### src/rtl/int_ctrl_if.sv
// Bundles the interrupt controller's source, config, pipeline-status and PC-request signals.
// master = core/testbench side, slave = int_ctrl.
interface int_ctrl_if #(
    parameter int unsigned NUM_SRC = 8
);
    localparam int unsigned IDX_W = $clog2(NUM_SRC);

    logic [NUM_SRC-1:0] irq_in;
    logic               cfg_we;
    logic [1:0]         cfg_addr;
    logic [7:0]         cfg_wdata;
    logic [7:0]         cfg_rdata;
    logic               hazard;
    logic               branch_hazard;
    logic               pipeline_flush;
    logic               p_cache_miss;
    logic               RET;
    logic               interrupt;
    logic [IDX_W-1:0]   int_addr;
    logic               in_service;

    modport master (
        output irq_in, cfg_we, cfg_addr, cfg_wdata,
        output hazard, branch_hazard, pipeline_flush, p_cache_miss, RET,
        input  cfg_rdata, interrupt, int_addr, in_service
    );

    modport slave (
        input  irq_in, cfg_we, cfg_addr, cfg_wdata,
        input  hazard, branch_hazard, pipeline_flush, p_cache_miss, RET,
        output cfg_rdata, interrupt, int_addr, in_service
    );
endinterface

### src/rtl/int_ctrl.sv
// Non-nesting priority interrupt controller: synchronizes sources, tracks pending state,
// and issues a one-cycle vectored request to the PC when the fetch pipeline is quiet.
module int_ctrl #(
    parameter int unsigned NUM_SRC     = 8,
    parameter int unsigned SYNC_STAGES = 2
) (
    input  logic        clk,
    input  logic        rst_n,
    int_ctrl_if.slave   bus
);

    localparam int unsigned IDX_W     = $clog2(NUM_SRC);
    localparam logic [1:0]  ADDR_MASK = 2'd0;
    localparam logic [1:0]  ADDR_EDGE = 2'd1;
    localparam logic [1:0]  ADDR_PEND = 2'd2;
    localparam logic [1:0]  ADDR_CTRL = 2'd3;

    typedef enum logic [1:0] {
        ST_IDLE,
        ST_ISSUE,
        ST_SERVICE,
        ST_GUARD
    } state_t;

    logic [SYNC_STAGES-1:0][NUM_SRC-1:0] r_sync;
    logic [NUM_SRC-1:0] r_s_d;
    logic [NUM_SRC-1:0] r_pending;
    logic [NUM_SRC-1:0] r_mask;
    logic [NUM_SRC-1:0] r_edge_mode;
    logic               r_gie;
    state_t             r_state;
    logic               r_interrupt;
    logic               r_in_service;
    logic [IDX_W-1:0]   r_int_addr;

    logic [NUM_SRC-1:0] w_s;
    logic [NUM_SRC-1:0] w_rise;
    logic [NUM_SRC-1:0] w_clr;
    logic [NUM_SRC-1:0] w_pending_nxt;
    logic [NUM_SRC-1:0] w_eligible;
    logic [IDX_W-1:0]   w_winner;
    logic               w_inhibit;
    logic               w_grant;
    logic               w_ret;

    // Input synchronizer chain plus one-cycle delay for edge detection
    always_ff @(posedge clk or negedge rst_n) begin
        if (!rst_n) begin
            r_sync <= '0;
            r_s_d  <= '0;
        end else begin
            r_sync <= {r_sync[SYNC_STAGES-2:0], bus.irq_in};
            r_s_d  <= w_s;
        end
    end

    assign w_s    = r_sync[SYNC_STAGES-1];
    assign w_rise = w_s & ~r_s_d;

    // Edge bits: a new rising edge beats any clear landing in the same cycle
    always_comb begin
        w_clr = '0;
        if (bus.cfg_we && (bus.cfg_addr == ADDR_PEND)) begin
            w_clr = bus.cfg_wdata;
        end
        if (r_state == ST_ISSUE) begin
            w_clr[r_int_addr] = 1'b1;
        end
        w_pending_nxt = (r_edge_mode & (w_rise | (r_pending & ~w_clr)))
                      | (~r_edge_mode & w_s);
    end

    always_ff @(posedge clk or negedge rst_n) begin
        if (!rst_n) begin
            r_pending <= '0;
        end else begin
            r_pending <= w_pending_nxt;
        end
    end

    // Configuration registers
    always_ff @(posedge clk or negedge rst_n) begin
        if (!rst_n) begin
            r_mask      <= '0;
            r_edge_mode <= '0;
            r_gie       <= 1'b0;
        end else if (bus.cfg_we) begin
            case (bus.cfg_addr)
                ADDR_MASK: r_mask      <= bus.cfg_wdata;
                ADDR_EDGE: r_edge_mode <= bus.cfg_wdata;
                ADDR_CTRL: r_gie       <= bus.cfg_wdata[0];
                default:   ;
            endcase
        end
    end

    always_comb begin
        bus.cfg_rdata = '0;
        case (bus.cfg_addr)
            ADDR_MASK: bus.cfg_rdata = r_mask;
            ADDR_EDGE: bus.cfg_rdata = r_edge_mode;
            ADDR_PEND: bus.cfg_rdata = r_pending;
            ADDR_CTRL: bus.cfg_rdata = {7'b0, r_gie};
            default:   bus.cfg_rdata = '0;
        endcase
    end

    // Lowest index wins
    assign w_eligible = r_pending & r_mask;

    always_comb begin
        w_winner = '0;
        for (int i = NUM_SRC - 1; i >= 0; i--) begin
            if (w_eligible[i]) begin
                w_winner = IDX_W'(i);
            end
        end
    end

    assign w_inhibit = bus.hazard | bus.branch_hazard | bus.pipeline_flush
                     | bus.p_cache_miss | bus.RET;
    assign w_grant   = r_gie & (|w_eligible) & ~w_inhibit;
    assign w_ret     = bus.RET & ~bus.branch_hazard;

    // Grant/service sequencer; outputs are registered alongside the state
    always_ff @(posedge clk or negedge rst_n) begin
        if (!rst_n) begin
            r_state      <= ST_IDLE;
            r_interrupt  <= 1'b0;
            r_in_service <= 1'b0;
            r_int_addr   <= '0;
        end else begin
            case (r_state)
                ST_IDLE: begin
                    if (w_grant) begin
                        r_state      <= ST_ISSUE;
                        r_int_addr   <= w_winner;
                        r_interrupt  <= 1'b1;
                        r_in_service <= 1'b1;
                    end
                end
                ST_ISSUE: begin
                    r_state     <= ST_SERVICE;
                    r_interrupt <= 1'b0;
                end
                ST_SERVICE: begin
                    if (w_ret) begin
                        r_state      <= ST_GUARD;
                        r_in_service <= 1'b0;
                    end
                end
                ST_GUARD: begin
                    r_state <= ST_IDLE;
                end
                default: begin
                    r_state      <= ST_IDLE;
                    r_interrupt  <= 1'b0;
                    r_in_service <= 1'b0;
                end
            endcase
        end
    end

    assign bus.interrupt  = r_interrupt;
    assign bus.in_service = r_in_service;
    assign bus.int_addr   = r_int_addr;

endmodule

### src/flat_wrapper.sv
// flat-port wrapper written by rule: the top's interface ports become plain ports
module int_ctrl_flat 
#(
    parameter int unsigned NUM_SRC     = 8,
    parameter int unsigned SYNC_STAGES = 2
)
  (clk, rst_n, bus_irq_in, bus_cfg_we, bus_cfg_addr, bus_cfg_wdata, bus_hazard, bus_branch_hazard, bus_pipeline_flush, bus_p_cache_miss, bus_RET, bus_cfg_rdata, bus_interrupt, bus_int_addr, bus_in_service);
  int_ctrl_if #(.NUM_SRC(NUM_SRC)) bus_i ();
  input  logic clk;
  input  logic rst_n;
  input wire logic [$bits(bus_i.irq_in)-1:0] bus_irq_in;
  input wire logic [$bits(bus_i.cfg_we)-1:0] bus_cfg_we;
  input wire logic [$bits(bus_i.cfg_addr)-1:0] bus_cfg_addr;
  input wire logic [$bits(bus_i.cfg_wdata)-1:0] bus_cfg_wdata;
  input wire logic [$bits(bus_i.hazard)-1:0] bus_hazard;
  input wire logic [$bits(bus_i.branch_hazard)-1:0] bus_branch_hazard;
  input wire logic [$bits(bus_i.pipeline_flush)-1:0] bus_pipeline_flush;
  input wire logic [$bits(bus_i.p_cache_miss)-1:0] bus_p_cache_miss;
  input wire logic [$bits(bus_i.RET)-1:0] bus_RET;
  output wire logic [$bits(bus_i.cfg_rdata)-1:0] bus_cfg_rdata;
  output wire logic [$bits(bus_i.interrupt)-1:0] bus_interrupt;
  output wire logic [$bits(bus_i.int_addr)-1:0] bus_int_addr;
  output wire logic [$bits(bus_i.in_service)-1:0] bus_in_service;
  assign bus_i.irq_in = bus_irq_in;
  assign bus_i.cfg_we = bus_cfg_we;
  assign bus_i.cfg_addr = bus_cfg_addr;
  assign bus_i.cfg_wdata = bus_cfg_wdata;
  assign bus_i.hazard = bus_hazard;
  assign bus_i.branch_hazard = bus_branch_hazard;
  assign bus_i.pipeline_flush = bus_pipeline_flush;
  assign bus_i.p_cache_miss = bus_p_cache_miss;
  assign bus_i.RET = bus_RET;
  assign bus_cfg_rdata = bus_i.cfg_rdata;
  assign bus_interrupt = bus_i.interrupt;
  assign bus_int_addr = bus_i.int_addr;
  assign bus_in_service = bus_i.in_service;
  int_ctrl #(.NUM_SRC(NUM_SRC), .SYNC_STAGES(SYNC_STAGES)) u_core (.clk(clk), .rst_n(rst_n), .bus(bus_i));
endmodule
### config.mk
export PLATFORM = sky130hd
export DESIGN_NAME = int_ctrl_flat
export DESIGN_NICKNAME = d
export VERILOG_FILES = /design/src/rtl/int_ctrl_if.sv /design/src/rtl/int_ctrl.sv /design/src/flat_wrapper.sv
export SDC_FILE = /design/constraint.sdc
export NUM_CORES = 1
export LEC_CHECK = 0
export ABC_AREA = 1
export CAP_MARGIN = 20
export CORE_MARGIN = 3
export CORE_UTILIZATION = 52
export CTS_CLUSTER_SIZE = 24
export DETAILED_ROUTE_END_ITERATION = 8
export PLACE_DENSITY = 0.78
export SETUP_SLACK_MARGIN = 0.05
export SYNTH_ARGS = -nofsm -noshare
export SYNTH_HDL_FRONTEND = slang
export SYNTH_SLANG_ARGS = --single-unit
### constraint.sdc
create_clock -name clk -period 1.6 [get_ports clk]
set_clock_uncertainty 0.1 [all_clocks]
set_input_delay 0.32 -clock clk [delete_from_list [all_inputs] [get_ports clk]]
set_output_delay 0.32 -clock clk [all_outputs]
set_load 0.01 [all_outputs]
==> metrics <==
status=finished clean; final hold viol count=0; via count=1,927; crit-path max cell delay=0.13 ns; Fmax achieved=~670 MHz; core area=4173 um2; WL per Instance=14.02 um; yosys warns=0; Yosys cell types=19; CTS H-Tree Depth=2; setup violators final=0; DRC viols=0; Setup WS pre-CTS=-0.6804 ns; PD cells=about 1100 nW/um2; crit path time final=approximately 1.5 ns; Antenna diodes=0; # IOs=39; row count=23; router iterations before antenna repair=4; CTS tree=built; Stages on worst setup path=7; max-slew violations=0; synth-to-layout area growth=29.59%; cells after synthesis=around 250; Mapped Nets=around 280; Post-Route Setup TNS=0 ns; Slew headroom=between 80% and 90%; initial antenna violation count=0; critical path's slowest cell=buf_12; RSZ-0062 raised after global routing=true; synthesized cell area=approximately 2400 um2; area of the die=5364 um2; R2R cell count=8; Total Routed Length=between 5 and 6 mm; layout cells sized above 1=between 10% and 20%; setup ws final=between 0.1 and 0.15 ns; total congestion overflow=0; IO buf count=38; Critical Path, Cell by Cell=buf_2 -> buf_6 -> nor2_4 -> buf_12 -> nand2_1 -> nand3_1 -> buf_2; sequential fraction of the synthesis area=~60%; Num CTS Buffers=5; final worst path period share=93.24%; Worst VDD drop=between 600 and 700 uV; Critical Path RT=roughly 1.2 ns; FF+latch count, synth=between 50 and 60; commonest non-fill, non-tap cells in the layout=108 x nand2_1, 56 x dfrtp_1, 22 x clkdlybuf4s50_1, 19 x inv_1, 16 x nand3_1; hold_ws=about 0.26 ns; largest net degree at the start of global routing=57; max cap viols=0; clock root cell=clkbuf_8; vias in the first global route=between 1,500 and 2,000; Nets=approximately 350; Leak Pwr=between 0.0015 and 0.002 uW; commonest non-fill, non-tap cell in the layout=nand2_1; Cell Count, Final, Fillers Out=approximately 370; clock tree buffer depth=2; starting density of the core=between 50% and 60%; Hold Path Depth=0; Post-DRT Antenna Nets=0; Worst Path Class, Setup=input pin to output pin; Cells after DPL=354; Hold Path Class=flop to flop; Startpoint Class=input pin; die height=roughly 73 um; All-Layer GR Usage=a little over a fifth; DP Wirelength=3.513 mm; Fillers=between 300 and 400; CP endpoint kind=output pin; WP buf/inv=4; Starting DRT DRC Count=between 150 and 200; CP dominant cell by count=buf_2; Clk Latency, worst-skew pair=just over 0.3 ns; critical-path maximum fanout=9; global-route wire length before repair=8.618 mm; Worst-Margin Slew=~0.28 ns; Worst-path clk slew=0.09 ns; vias per inst=between 5 and 6; delay-heaviest family, CP=buffers and inverters; clock sinks=56; Final Wtd Congestion=roughly 0.85; CP arrival=between 1 and 1.5 ns; syn avg cell area=about 9.3 um2; Die Width=between 70 and 80 um; Core Util, Final=between 70% and 80%
[cell type report]
type	instances	area, um2	share of cell area, %
timing repair buffer	60	551.8	18.11
multi-input combinational	174	867.1	28.46
clock inverter	2	16.27	0.5339
sequential	56	1401	46.00
inverter	20	75.07	2.464
tap	50	62.56	2.053
clock buffer	6	72.57	2.382
[routing by layer]
metal	GRT usage, %	vias to the layer above	wire length (um)
met1	29.01	917	2226
li1	-	940	-
met3	4.545	13	264
met5	0	-	0
met2	32.67	57	2530
met4	11.89	0	140
[path summary, 6_finish.rpt]
kind | from | end | slack [ns]
max reg2reg | u_core.r_gie | u_core.bus.in_service | 0.18
min | u_core.r_sync[0] | u_core.w_s[0] | 0.26
max | bus_cfg_addr[1] | bus_cfg_rdata[2] | 0.11
min in group asynchronous | rst_n | u_core.r_gie | 0.42
min reg2reg | u_core.r_sync[0] | u_core.w_s[0] | 0.26
max in group asynchronous | rst_n | u_core.r_sync[2] | 0.74
[state kept, by name, summed over array words and instances, names as in the netlist]
| signal | count |
|---|---|
| u_core.r_s_d | 8 |
| u_core.bus.int_addr | 3 |
| u_core.r_state | 2 |
| u_core.r_pending | 8 |
| u_core.bus.interrupt | 1 |
| u_core.r_mask | 8 |
| u_core.r_gie | 1 |
| u_core.bus.in_service | 1 |
| u_core.r_sync | 8 |
| u_core.w_s | 8 |
| u_core.r_edge_mode | 8 |
[synthesized netlist by cell type]
master	number	area (um2)
nand2_1	109	409.1
dfrtp_1	56	1401
inv_1	19	71.32
nand3_1	18	90.09
o21ai_0	10	50.05
o2111ai_1	8	70.07
o21ai_2	8	70.07
nor2_1	6	22.52
ha_1	3	37.54
nor2_4	3	33.78
buf_6	2	22.52
nand2_2	2	12.51
nand2_4	2	22.52
a21oi_1	1	5.000
a22oi_1	1	7.510
inv_2	1	3.750
nand4_1	1	6.260
o21a_1	1	7.510
o21bai_1	1	7.510
[cells by family after synthesis]
kind of cell | count (synthesis) | synth area share, %
compound gates | 30 | 9.261
buf+inv | 22 | 4.151
fa+ha+maj | 3 | 1.597
flops | 56 | 59.61
simple gates | 141 | 25.39
[power breakdown]
part / internal (uW) / switching (uW)
Combinational: 390 / 513
Sequential: 1590 / 123
Clock: 312 / 451
[metrics by stage]
step	area, um2	total power (uW)
finish	3047	3379
global route	3047	3592
CTS	3065	3375
detailed placement	2937	2627
global placement	2937	2595
floorplan	2351	2216
[repair_timing]
item	CTS	global route
buffers inserted	5	1
pin swaps	6	0
hold buffers	1	0
cloned	1	0
hold endpoints to repair	56	0
gates resized for setup	51	5
endpoints found under the setup margin	13	13
(Power assumes the default switching activity.)
